$ cat src/rtl/psr_pkg.sv
// PSR field positions, ALU opcode bit indices and the condition-code type
// shared by the processor-state-register block.
package psr_pkg;

    localparam int ICC_MSB  = 23;
    localparam int ICC_LSB  = 20;
    localparam int EC_BIT   = 13;
    localparam int EF_BIT   = 12;
    localparam int PIL_MSB  = 11;
    localparam int PIL_LSB  = 8;
    localparam int S_BIT    = 7;
    localparam int PS_BIT   = 6;
    localparam int ET_BIT   = 5;
    localparam int CWP_MSB  = 4;
    localparam int CWP_LSB  = 0;
    localparam int CWP_W    = 5;

    localparam int OP_S_BIT = 4;
    localparam int OP_X_BIT = 3;

    typedef struct packed {
        logic n;
        logic z;
        logic v;
        logic c;
    } icc_t;

    // Implemented-window mask: WIM bits at or above NWINDOWS do not exist.
    function automatic logic [31:0] wim_mask(input int nwin);
        return (nwin >= 32) ? 32'hFFFF_FFFF : ((32'd1 << nwin) - 32'd1);
    endfunction

endpackage

$ cat src/rtl/psr_cwp_ctrl.sv
// Window pointer arithmetic: CWP +/-1 modulo NWINDOWS, WIM check of the target
// window and registered overflow/underflow pulses. Combinational targets, 1-cycle pulses.
module psr_cwp_ctrl
    import psr_pkg::*;
#(
    parameter int NWINDOWS = 8
) (
    input  logic             clk,
    input  logic             rst_n,
    input  logic [CWP_W-1:0] cwp_i,
    input  logic [31:0]      wim_i,
    input  logic             dec_req_i,
    input  logic             inc_req_i,
    output logic [CWP_W-1:0] cwp_dec_o,
    output logic [CWP_W-1:0] cwp_inc_o,
    output logic             dec_ok_o,
    output logic             inc_ok_o,
    output logic             win_ovf_o,
    output logic             win_unf_o
);

    localparam logic [CWP_W-1:0] CWP_MAX = CWP_W'(NWINDOWS - 1);

    logic ovf_q, ovf_d;
    logic unf_q, unf_d;

    assign cwp_dec_o = (cwp_i == '0)      ? CWP_MAX : cwp_i - CWP_W'(1);
    assign cwp_inc_o = (cwp_i == CWP_MAX) ? '0      : cwp_i + CWP_W'(1);

    assign dec_ok_o = ~wim_i[cwp_dec_o];
    assign inc_ok_o = ~wim_i[cwp_inc_o];

    // Requests arrive already priority-qualified, so a pulse means the move was refused.
    assign ovf_d = dec_req_i & ~dec_ok_o;
    assign unf_d = inc_req_i & ~inc_ok_o;

    always_ff @(posedge clk or negedge rst_n) begin
        if (!rst_n) begin
            ovf_q <= 1'b0;
            unf_q <= 1'b0;
        end else begin
            ovf_q <= ovf_d;
            unf_q <= unf_d;
        end
    end

    assign win_ovf_o = ovf_q;
    assign win_unf_o = unf_q;

endmodule

$ cat src/rtl/psr_cc_unit.sv
// SPARC PSR/WIM: icc capture, window moves, trap/RETT and WR_DELAY-deferred WRPSR commit.
// State updates one edge after the request; no backpressure, losing requests are dropped.
// ICC_BYPASS_EN forwards the same-cycle ALU carry to carry_out.
module psr_cc_unit
    import psr_pkg::*;
#(
    parameter int         NWINDOWS = 8,
    parameter int         WR_DELAY = 3,
    parameter logic [3:0] IMPL     = 4'h0,
    parameter logic [3:0] VER      = 4'h0
) (
    input  logic        clk,
    input  logic        rst_n,
    input  logic        alu_valid,
    input  logic [5:0]  alu_opcode,
    input  logic        alu_n,
    input  logic        alu_z,
    input  logic        alu_v,
    input  logic        alu_c,
    output logic        carry_out,
    input  logic        save,
    input  logic        restore,
    input  logic        trap,
    input  logic        rett,
    input  logic        wrpsr_en,
    input  logic [31:0] wrpsr_data,
    input  logic        wrwim_en,
    input  logic [31:0] wrwim_data,
    output logic [31:0] psr_out,
    output logic [31:0] wim_out,
    output logic        wr_busy,
    output logic        win_ovf,
    output logic        win_unf,
    output logic        bad_wr,
    output logic        error_mode
);

    localparam logic [31:0] WIM_MASK = wim_mask(NWINDOWS);

    icc_t             icc_q, icc_d;
    logic             ec_q, ec_d, ef_q, ef_d, s_q, s_d, ps_q, ps_d, et_q, et_d;
    logic [3:0]       pil_q, pil_d;
    logic [CWP_W-1:0] cwp_q, cwp_d;
    logic [31:0]      wim_q, wim_d;
    logic             busy_q, busy_d;
    logic [2:0]       cnt_q, cnt_d;
    logic [31:0]      wdat_q, wdat_d;
    logic             bad_q, bad_d, err_q, err_d;

    logic [CWP_W-1:0] cwp_dec, cwp_inc;
    logic             dec_ok, inc_ok;
    logic             commit, wr_bad, rett_go, sr_go, save_go, restore_go, icc_go;
    logic             unused_bits;

    assign commit     = ~err_q & ~trap & busy_q & (cnt_q == 3'd1) & ~wrpsr_en;
    assign wr_bad     = {27'd0, wdat_q[CWP_MSB:CWP_LSB]} >= 32'(NWINDOWS);
    assign rett_go    = ~err_q & ~trap & ~commit & rett;
    assign sr_go      = ~err_q & ~trap & ~commit & ~rett;
    assign save_go    = sr_go & save & ~restore;
    assign restore_go = sr_go & restore & ~save;
    assign icc_go     = sr_go & ~(save ^ restore) & alu_valid & alu_opcode[OP_S_BIT];

    psr_cwp_ctrl #(.NWINDOWS(NWINDOWS)) u_cwp (
        .clk       (clk),
        .rst_n     (rst_n),
        .cwp_i     (cwp_q),
        .wim_i     (wim_q),
        .dec_req_i (save_go),
        .inc_req_i (restore_go | rett_go),
        .cwp_dec_o (cwp_dec),
        .cwp_inc_o (cwp_inc),
        .dec_ok_o  (dec_ok),
        .inc_ok_o  (inc_ok),
        .win_ovf_o (win_ovf),
        .win_unf_o (win_unf)
    );

    // Lowest priority first; later blocks override earlier ones on the same edge.
    always_comb begin
        icc_d  = icc_q;  ec_d  = ec_q;  ef_d = ef_q;  pil_d = pil_q;
        s_d    = s_q;    ps_d  = ps_q;  et_d = et_q;  cwp_d = cwp_q;
        wim_d  = wim_q;  busy_d = busy_q; cnt_d = cnt_q; wdat_d = wdat_q;
        bad_d  = 1'b0;   err_d = err_q;
        if (!err_q && !(trap && !et_q) && wrwim_en)
            wim_d = wrwim_data & WIM_MASK;
        if (!err_q && !trap) begin
            if (busy_q)
                cnt_d = cnt_q - 3'd1;
            if (wrpsr_en) begin
                wdat_d = wrpsr_data;
                busy_d = 1'b1;
                cnt_d  = 3'(WR_DELAY);
            end
        end
        if (icc_go)
            icc_d = icc_t'({alu_n, alu_z, alu_v, alu_c});
        if (save_go && dec_ok)
            cwp_d = cwp_dec;
        if (restore_go && inc_ok)
            cwp_d = cwp_inc;
        if (rett_go && inc_ok) begin
            et_d  = 1'b1;
            s_d   = ps_q;
            cwp_d = cwp_inc;
        end
        if (commit) begin
            busy_d = 1'b0;
            if (wr_bad) begin
                bad_d = 1'b1;
            end else begin
                icc_d = icc_t'(wdat_q[ICC_MSB:ICC_LSB]);
                ec_d  = wdat_q[EC_BIT];
                ef_d  = wdat_q[EF_BIT];
                pil_d = wdat_q[PIL_MSB:PIL_LSB];
                s_d   = wdat_q[S_BIT];
                ps_d  = wdat_q[PS_BIT];
                et_d  = wdat_q[ET_BIT];
                cwp_d = wdat_q[CWP_MSB:CWP_LSB];
            end
        end
        if (!err_q && trap) begin
            if (et_q) begin
                et_d   = 1'b0;
                ps_d   = s_q;
                s_d    = 1'b1;
                cwp_d  = cwp_dec;
                busy_d = 1'b0;
            end else begin
                err_d = 1'b1;
            end
        end
    end

    always_ff @(posedge clk or negedge rst_n) begin
        if (!rst_n) begin
            icc_q  <= '0;   ec_q  <= 1'b0; ef_q <= 1'b0; pil_q <= '0;
            s_q    <= 1'b1; ps_q  <= 1'b0; et_q <= 1'b0; cwp_q <= '0;
            wim_q  <= '0;   busy_q <= 1'b0; cnt_q <= '0; wdat_q <= '0;
            bad_q  <= 1'b0; err_q <= 1'b0;
        end else begin
            icc_q  <= icc_d;  ec_q  <= ec_d;   ef_q <= ef_d; pil_q <= pil_d;
            s_q    <= s_d;    ps_q  <= ps_d;   et_q <= et_d; cwp_q <= cwp_d;
            wim_q  <= wim_d;  busy_q <= busy_d; cnt_q <= cnt_d; wdat_q <= wdat_d;
            bad_q  <= bad_d;  err_q <= err_d;
        end
    end

`ifdef ICC_BYPASS_EN
    assign carry_out = (alu_valid & alu_opcode[OP_S_BIT]) ? alu_c : icc_q.c;
`else
    assign carry_out = icc_q.c;
`endif

    assign psr_out    = {IMPL, VER, icc_q, 6'b0, ec_q, ef_q, pil_q, s_q, ps_q, et_q, cwp_q};
    assign wim_out    = wim_q;
    assign wr_busy    = busy_q;
    assign bad_wr     = bad_q;
    assign error_mode = err_q;

    assign unused_bits = ^{alu_opcode[5], alu_opcode[OP_X_BIT], alu_opcode[2:0],
                           wdat_q[31:24], wdat_q[19:14]};

endmodule

$ cat config.mk
export PLATFORM = sky130hd
export DESIGN_NAME = psr_cc_unit
export DESIGN_NICKNAME = d
export VERILOG_FILES = /design/src/rtl/psr_pkg.sv /design/src/rtl/psr_cwp_ctrl.sv /design/src/rtl/psr_cc_unit.sv
export SDC_FILE = /design/constraint.sdc
export NUM_CORES = 1
export LEC_CHECK = 0
export BUFFER_PORTS_ARGS = -buffer_cell sky130_fd_sc_hd__buf_2
export CAP_MARGIN = 10
export CORE_MARGIN = 4
export CORE_UTILIZATION = 30
export DETAILED_ROUTE_END_ITERATION = 6
export PLACE_DENSITY = 0.62
export SETUP_SLACK_MARGIN = 0.2
export SLEW_MARGIN = 20
export SYNTH_ARGS = -nofsm -noshare
export SYNTH_HDL_FRONTEND = slang
export SYNTH_SLANG_ARGS = --single-unit
$ cat constraint.sdc
create_clock -name clk -period 3.2 [get_ports clk]
set_input_delay 0.16 -clock clk [delete_from_list [all_inputs] [get_ports clk]]
set_output_delay 0.16 -clock clk [all_outputs]
set_load 0.01 [all_outputs]
* Word level (Yosys, flattened, before mapping)
Index checks and enable logic that the tools add are counted.
** Storage, ports and cells
- Register bits after elaboration :: 58
- Bits of input ports :: 83
- Word-level logic and storage cells :: 114
** Operators by class
- $add $sub $neg :: 3
- Magnitude comparators :: 3
- Equal/unequal tests :: 2
- Mux-type cells :: 39
- Bitwise operators :: 30
- Reduce and logical (&&, ||, !) cells :: 18
** Operators with widths (count)
- 2-to-1 mux 5 bit :: 9
- 2-to-1 mux 1 bit :: 23
- bitwise AND 1 bit :: 16
- < comparator 5 x 6 -> 1 bit (second input constant) :: 2
- 2-to-1 mux 4 bit :: 3
- inverter 1 bit :: 12
- binary-select mux 1 bit (select 5 bit) :: 2
- logical AND 1 bit :: 8
- AND reduction 2 bit :: 4
- 2-to-1 mux 3 bit :: 2
- adder 5 x 1 -> 5 bit (second input constant) :: 1
- equality test 5 x 3 -> 1 bit (second input constant) :: 1
- greater-or-equal comparator 5 x 4 -> 1 bit (second input constant) :: 1
- logical NOT 5 bit :: 1
- subtractor 5 x 1 -> 5 bit (second input constant) :: 1
- logical NOT 1 bit :: 4
- equality test 3 x 1 -> 1 bit (second input constant) :: 1
- subtractor 3 x 1 -> 3 bit (second input constant) :: 1
- nonzero test 2 bit :: 1
- OR 1 bit :: 1
- XOR 1 bit :: 1

* Longest topological paths before layout
Gate-level depths: netlist of the first run.
- Depth in word-level cells :: 18
- Mapped depth :: 10
- Gate-level depth less buffers :: 9

* Hierarchy
A second synthesis of the first run with hierarchy kept.
** Unflattened totals
- Cell total of the unflattened synthesis :: 384
- Area, all modules :: 3748.6 sq um
** Modules (own cells, without submodules)
- psr_cc_unit :: times used 1, cells an instance 221, area each 2592.5 sq um
- psr_cwp_ctrl :: times used 1, cells an instance 163, area each 1156.1 sq um

* Worst setup path after synthesis of the first run
No wires, ideal clock.
- Kind :: register to register
- Start :: register cwp_q[0]
- End :: register cwp_q[2]
- Arrival time :: 2.527 ns
- Required time :: 3.075 ns
- Path slack :: 0.548 ns
- Cell stages (with the launch flop) :: 11
- Clock period less this slack :: 2.652 ns
- Cells stage by stage :: dfrtp_1 inv_1 ha_1 buf_6 mux4_2 o211a_1 o32ai_4 o21a_2 o2bb2ai_2 xnor2_1 a21oi_1
** On the way
- Cells in the longest elaborated chain, start to end :: 13
** Ends and longest elaborated chain
- from (decl) :: line psr_cc_unit.sv:43 : logic [CWP_W-1:0] cwp_q, cwp_d;
- from (signal assigned) :: line psr_cc_unit.sv:137 : s_q <= 1'b1; ps_q <= 1'b0; et_q <= 1'b0; cwp_q <= '0;
- from (signal assigned) :: line psr_cc_unit.sv:142 : s_q <= s_d; ps_q <= ps_d; et_q <= et_d; cwp_q <= cwp_d;
- subtractor 5 x 1 -> 5 bit or logical NOT 5 bit (tied branches) :: line psr_cwp_ctrl.sv:27 : assign cwp_dec_o = (cwp_i == '0) ? CWP_MAX : cwp_i - CWP_W'(1);
- 2-to-1 mux 5 bit :: line psr_cwp_ctrl.sv:27
- binary-select mux 1 bit (select 5 bit) :: line psr_cwp_ctrl.sv:30 : assign dec_ok_o = ~wim_i[cwp_dec_o];
- 2-to-1 mux 1 bit (not written as such) :: line psr_cwp_ctrl.sv:30
- inverter 1 bit :: line psr_cwp_ctrl.sv:30
- logical AND 1 bit :: line psr_cc_unit.sv:97 : if (save_go && dec_ok)
- 2-to-1 mux 5 bit :: line psr_cc_unit.sv:97
- 2-to-1 mux 5 bit :: line psr_cc_unit.sv:99 : if (restore_go && inc_ok)
- 2-to-1 mux 5 bit :: line psr_cc_unit.sv:101 : if (rett_go && inc_ok) begin
- 2-to-1 mux 5 bit :: line psr_cc_unit.sv:108 : if (wr_bad) begin
- 2-to-1 mux 5 bit :: line psr_cc_unit.sv:106 : if (commit) begin
- 2-to-1 mux 5 bit :: line psr_cc_unit.sv:122 : if (et_q) begin
- 2-to-1 mux 5 bit * :: line psr_cc_unit.sv:121 : if (!err_q && trap) begin
- via cwp_d[2] :: line psr_cc_unit.sv:43
Mark *: on every way through the listed nets, which the timed path passes. The rest lies on a longest branch. The select of a mux whose other input is x is not followed.
A chain may end at the register's enable or synchronous reset.

* Worst setup path after layout of the first run
- Start :: register cwp_q[1]
- End :: register s_q
** On the way
- Cells in the longest elaborated chain, start to end :: 11
** Ends and longest elaborated chain
- adder 5 x 1 -> 5 bit or equality test 5 x 3 -> 1 bit (tied branches) :: line psr_cwp_ctrl.sv:28 : assign cwp_inc_o = (cwp_i == CWP_MAX) ? '0 : cwp_i + CWP_W'(1);
- 2-to-1 mux 5 bit * :: line psr_cwp_ctrl.sv:28
- binary-select mux 1 bit (select 5 bit) * :: line psr_cwp_ctrl.sv:31 : assign inc_ok_o = ~wim_i[cwp_inc_o];
- 2-to-1 mux 1 bit (not written as such) * :: line psr_cwp_ctrl.sv:31
- inverter 1 bit * :: line psr_cwp_ctrl.sv:31
- logical AND 1 bit * :: line psr_cc_unit.sv:101
- 2-to-1 mux 1 bit * :: line psr_cc_unit.sv:101
- 2-to-1 mux 1 bit :: line psr_cc_unit.sv:108
- 2-to-1 mux 1 bit * :: line psr_cc_unit.sv:106
- 2-to-1 mux 1 bit :: line psr_cc_unit.sv:122
- 2-to-1 mux 1 bit * :: line psr_cc_unit.sv:121
- via s_d :: line psr_cc_unit.sv:41 : logic ec_q, ec_d, ef_q, ef_d, s_q, s_d, ps_q, ps_d, et_q, et_d;
- to (signal assigned) :: line psr_cc_unit.sv:137
- to (signal assigned) :: line psr_cc_unit.sv:142
- to (decl) :: line psr_cc_unit.sv:41
Marked as above.

==> summary.txt, run 1 <==
Outcome
  • Outcome: complete, no violations

Placement
  • Placed cell area: ~3400 sq um
  • RD Place Congestion: about 0.83
  • Pre-CTS setup slack: about 0.42 ns
  • DP HPWL: between 5000 and 6000 microns
  • Port Buffers: 71

Clocking
  • Clock transition at path regs: about 0.11 ns
  • Worst-Skew Late Latency: approximately 0.32 ns
  • Clock Sinks: between 50 and 60
  • Max clock buf depth: 2
  • Total CTS buffers: 5
  • H-Tree Depth: 2
  • CTS tree: built
  • CTS root buffer: clkbuf_8

Detailed routing
  • Number of remaining DRC errors: 0
  • Iteration-0 DRC Markers: 136
  • Final wirelength: roughly 6700 microns
  • Routed via count: about 2200
  • Pre-Repair DR Iteration Count: 4
  • Post-DR wirelength/cell: between 10 and 15 microns
  • Vias per cell: roughly 4.6
  • Detail Route Antenna Nets: 0

Final layout
  • Share of cells above drive strength 1: approximately 36%
  • Most frequent cells in the layout: 71 x buf_2, 51 x dfrtp_1, 38 x conb_1, 33 x mux2_2, 23 x nor2_1
  • Nets: roughly 440
  • Utilization after layout: between 30% and 40%
  • Filler cells: 1020
  • Seq. cell area: roughly 1300 sq um
  • Area occupied by multi-input gates: about 1500 sq um
  • Ant diodes: 0
  • Post-route design area: about 3500 sq um
  • Commonest non-fill, non-tap cell in the layout: buf_2
  • Syn-to-layout area delta: 13.06%

STA
  • Hold violation total from the final report: 0
  • Setup TNS: 0 ns
  • Max_slew headroom: a little under 40%
  • Final period util: 86.91%
  • Hold Slack: ~0.062 ns
  • Slew Limit Fails: 0
  • Tmin final: around 2.8 ns
  • Final setup vio count: 0
  • Worst setup margin: 0.4188 ns
  • RSZ-0062 raised after global routing: false
  • Slew at the pin with the worst max-slew slack: between 0.9 and 1 ns
  • Fin Clk Skew: around 0.019 ns
  • FMAX: approximately 0.36 GHz

Global route
  • Global-route wire length before repair: approximately 11000 microns
  • Grt total ovfl: 0
  • Gr usage total: 11.77%
  • Number of global-route vias before repair: around 2200
  • Largest net degree at the start of global routing: 33
  • Initial antenna violation count: 0

Synthesis
  • Main synth FF type: dfrtp_1
  • Cells after Synth: just under 300
  • Post-synthesis sequential area ratio: approximately 42%
  • Distinct cells, synth: between 50 and 60
  • FF+latch count, synth: 52
  • Mean post-synth cell area: ~11 sq um
  • Mapped Area: roughly 3000 sq um
  • Synth Warn #: 0
  • Number of synthesized flops with an enable pin: 0
  • Post-synth ARST share: between 90% and 100%

Pwr
  • Pleak: roughly 1.7 nW
  • Peak VDD IR: approximately 0.00023 V
  • Pwr dens: 662.4 nW/um^2

Worst hold path
  • Worst hold-check path type: input pin to register

Flow run
  • Maximum capacitance violations: 0

Critical path
  • Worst EP arrival: 3.03 ns
  • CP Capture Type: register
  • CP Data Required Time: 3.45 ns
  • WS Path Type: register to register
  • Startpoint Class: register
  • Worst Path Max Fanout: 7

Floorplan
  • Die ar.: roughly 12000 sq um
  • Row count: 36
  • Die width: 109.3 microns
  • DIE HEIGHT: around 110 microns
  • Initial Util: between 30% and 40%
  • Core ar.: about 9900 sq um
  • Num ports: 153
-- power breakdown --
part	switching, mW	internal (mW)
clock network	0.230	0.157
logic	0.528	0.451
registers	0.153	0.784
-- layout make-up --
type,count,area share (%)
flip-flops and latches,52,37.46
inverters,9,0.9716
repair buffers,77,11.59
clock inverters,2,0.3958
clock buffers,6,2.087
well taps,133,4.786
multi-input cells,210,42.71
-- per-stage QoR --
step           power, mW  instances
2_1_floorplan      1.718        328
3_3_place_gp       1.905        480
3_5_place_dp       1.935        480
4_1_cts            2.335        489
5_1_grt            2.484        489
6_report           2.303        489
-- cells in the mapped netlist (2+ instances only) --
cell | count | area share (%)
and2_1 | 7 | 1.4
buf_4 | 45 | 11
nand4_1 | 2 | 0.41
mux2_2 | 33 | 12
buf_2 | 2 | 0.33
nand2_1 | 9 | 1.1
or2_2 | 2 | 0.41
dfrtp_1 | 51 | 41
nor2_1 | 23 | 2.8
nor3_1 | 2 | 0.33
o211ai_1 | 2 | 0.49
a31oi_1 | 2 | 0.41
inv_1 | 9 | 1.1
and3_1 | 4 | 0.81
nor2b_1 | 2 | 0.41
nand2b_1 | 3 | 0.61
nand3_1 | 6 | 0.98
clkbuf_1 | 8 | 0.98
xnor2_1 | 2 | 0.57
o21ai_0 | 7 | 1.1
mux4_2 | 2 | 1.5
o22ai_1 | 5 | 1.0
o21a_1 | 2 | 0.49
mux2i_1 | 10 | 3.3
ha_1 | 4 | 1.6
nor4_1 | 2 | 0.41
a21oi_1 | 19 | 3.1
-- final timing paths --
path / startpoint / end / slack [ns] / cells after the start
min: wrpsr_data[4] / wdat_q[4] / 0.06 / 2
min in group asynchronous: rst_n / wdat_q[1] / 0.43 / 2
max in group asynchronous: rst_n / s_q / 1.97 / 3
max reg2reg: cwp_q[1] / s_q / 0.42 / 9
max: cwp_q[1] / s_q / 0.42 / 9
min reg2reg: cnt_q[2] / cnt_q[2] / 0.50 / 1
-- state kept, by name, summed over array words and instances (netlist names) --
signal and flops:
ec_q 1, et_q 1, error_mode 1, ps_q 1, bad_wr 1, psr_out 3
cnt_q 3, u_cwp.win_ovf_o 1, wdat_q 18, cwp_q 5, ef_q 1, s_q 1
pil_q 4, u_cwp.win_unf_o 1, wim_out 8, carry_out 1, wr_busy 1
-- critical path, cell delays in order (launching register included) --
cell	delay (ns)
dfrtp_1	0.49
inv_1	0.12
ha_1	0.33
mux4_2	0.53
o211a_1	0.26
o32ai_4	0.31
nor2_1	0.09
nor3b_2	0.27
mux2i_1	0.23
a21oi_1	0.09
-- timing repair --
action	in CTS	in global routing
setup buffers	0	0
hold buffers	1	0
resized for setup	0	0
hold endpoints to repair	31	0
endpoints found under the setup margin	0	0
-- routing by layer --
metal | vias to the layer above | track usage [%] | wire length, microns
met4 | 0 | 3.829 | 86
met5 | - | 0 | 0
met1 | 1074 | 14.63 | 2770
li1 | 1072 | - | -
met3 | 7 | 3.493 | 530
met2 | 80 | 19.56 | 3349
-- cell families after synthesis --
family | Yosys count | synth area share, %
fa+ha+maj | 4 | 1.627
other cells | 1 | 0.1219
flops | 52 | 42.35
buf+inv | 66 | 13.87
mux | 45 | 16.80
simple gates | 68 | 11.68
compound gates | 52 | 12.69
xor+xnor | 3 | 0.8545
Note: power is estimated with default switching activity, not from simulation.
==> run 2: changes to the inputs <==
--- a/config.mk
+++ b/config.mk
@@ -10,6 +10,7 @@
 export CORE_MARGIN = 4
 export CORE_UTILIZATION = 30
 export DETAILED_ROUTE_END_ITERATION = 6
+export GPL_TIMING_DRIVEN = 0
 export PLACE_DENSITY = 0.62
 export SETUP_SLACK_MARGIN = 0.2
 export SLEW_MARGIN = 20
==> run 2 against run 1 <==
- largest power group unchanged
- utilization grew 3.7 points
- clock power grew 4%
- highest routed layer unchanged
- sequential cell count is the same
- critical endpoint unchanged
==> summary.txt, run 2 (synthesis gave the netlist of run 1 again) <==
Clocking
  • Clock Sinks: 52
  • Setup Buffers After CTS: 0
  • CTS root buffer: clkbuf_8
  • Clock transition at path regs: ~0.10 ns
  • Total CTS buffers: 5
  • CTS tree: built
  • H-Tree Depth: 2
  • Max clock buf depth: 2
  • Worst-Skew Late Latency: 0.31 ns

Critical path
  • R2r setup slk: ~0.38 ns
  • Worst EP arrival: approximately 3.1 ns
  • Worst setup path startpoint: cwp_q[0]
  • Startpoint Class: register
  • WS Path Type: register to register
  • CP Data Required Time: between 3 and 4 ns
  • RR Endpoint: s_q
  • Crit path capture: s_q
  • RR Startpoint: cwp_q[0]
  • CP Capture Type: register
  • Critical path depth in cells: 10
  • CP max-delay cell: mux4_2
  • Worst Path Max Fanout: 8
  • Family with the most delay on the worst path: multiplexers
  • Worst reg2reg path depth: 10
  • Crit-path cells: inv_1 -> ha_1 -> buf_6 -> mux4_2 -> o211a_1 -> o32ai_4 -> nor2_1 -> nor3b_2 -> mux2i_1 -> a21oi_1
  • Slowest stage delay, CP: 0.52 ns
  • Worst Path Buf+Inv: 2

Global route
  • Global-route wire length before repair: ~11000 microns
  • Largest net degree at the start of global routing: between 50 and 60
  • Initial antenna violation count: 0
  • Grt total ovfl: 0
  • Number of global-route vias before repair: 2246
  • Gr usage total: roughly 12%

STA
  • Worst setup margin: between 0.3 and 0.4 ns
  • FMAX: 0.3544 GHz
  • Final setup vio count: 0
  • RSZ-0062 raised after global routing: false
  • Final period util: about nine tenths
  • Slew Limit Fails: 0
  • Hold violation total from the final report: 0
  • Setup TNS: 0 ns
  • Fin Clk Skew: around 0.0039 ns
  • Max_slew headroom: between 40% and 50%
  • Hold Slack: about 0.077 ns
  • Slew at the pin with the worst max-slew slack: slightly below 0.8 ns
  • Tmin final: around 2.8 ns

Detailed routing
  • Metal2 WL: between 3000 and 4000 microns
  • Iteration-0 DRC Markers: 180
  • Routed via count: about 2400
  • Final wirelength: between 7000 and 8000 microns
  • Pre-Repair DR Iteration Count: 4
  • Top Metal Used: met4
  • Post-DR wirelength/cell: between 10 and 15 microns
  • Number of remaining DRC errors: 0
  • WL met3: 553 microns
  • Vias per cell: between 4 and 5
  • Detail Route Antenna Nets: 0
  • M1 WL: around 3200 microns

Floorplan
  • DIE HEIGHT: roughly 110 microns
  • Initial Util: approximately 31%
  • Num ports: roughly 150
  • Die ar.: roughly 12000 sq um
  • Row count: 36
  • Core ar.: 9864 sq um
  • Die width: about 110 microns

Final layout
  • Reg with most FFs: wdat_q
  • Most frequent cells in the layout: 72 x buf_2, 50 x dfrtp_1, 46 x buf_4, 38 x conb_1, 33 x mux2_2
  • Syn-to-layout area delta: 24.98%
  • Post-route design area: around 3800 sq um
  • Commonest non-fill, non-tap cell in the layout: buf_2
  • Ant diodes: 0
  • Nets: 494
  • Share of cells above drive strength 1: between 40% and 50%
  • Max reg flops: 18

Worst hold path
  • Worst hold-check path type: input pin to register

Pwr
  • Pleak: just under 2 nW
  • Tot Pwr: between 2 and 2.5 mW
  • Peak VDD IR: about 0.00027 V
  • Pwr dens: roughly 630 nW/um^2

Placement
  • DP HPWL: approximately 5400 microns
  • Port Buffers: 71
  • Placed cell area: 3739 sq um
  • Pre-CTS setup slack: between 0.2 and 0.3 ns
  • RD Place Congestion: between 0.8 and 0.9

Outcome
  • Outcome: complete, no violations

Flow run
  • Maximum capacitance violations: 0
## run 2: cell type report
type                       instances  area [sq um]
clock buffer                       7         86.33
buffer                            57         392.9
sequential                        52          1304
fill                            1000          6021
timing repair buffer              72         367.9
clock inverter                     1         7.507
inverter                           9         33.78
multi-input combinational        210          1485
tap                              133         166.4
## run 2: repair_timing
item | CTS | global route
hold endpoints to repair | 51 | 0
endpoints found under the setup margin | 0 | 5
hold buffers | 1 | 0
gates resized for setup | 0 | 1
## run 2: worst min-delay path by stage
stage                   startpoint  depth (start not counted)    endpoint  slack, ns
floorplan                    rst_n                          0      bad_wr      -0.14
global placement     wrpsr_data[1]                          2   wdat_q[1]       0.39
detailed placement           rst_n                          1  wim_out[0]       0.25
CTS                  wrpsr_data[3]                          2   wdat_q[3]       0.07
global route        wrpsr_data[11]                          2  wdat_q[11]       0.07
finish              wrpsr_data[13]                          2  wdat_q[13]       0.08
## run 2: stage by stage
stage | util, % | std cells
2_1_floorplan | - | 328
3_3_place_gp | 37.87 | 532
3_5_place_dp | 37.90 | 532
4_1_cts | 38.95 | 541
5_1_grt | 38.96 | 541
6_report | 38.96 | 541
## run 2: routing by layer
layer	up-vias	GRT usage, %
met5	-	0
met4	0	4.363
met3	8	2.842
met2	83	19.04
met1	1101	16.42
li1	1167	-
## run 2: where the power goes
part	switching [mW]	internal (mW)	total (mW)
Combinational	0.577	0.510	1.09
Sequential	0.129	0.786	0.915
Clock	0.224	0.176	0.400
Total	0.930	1.47	2.40
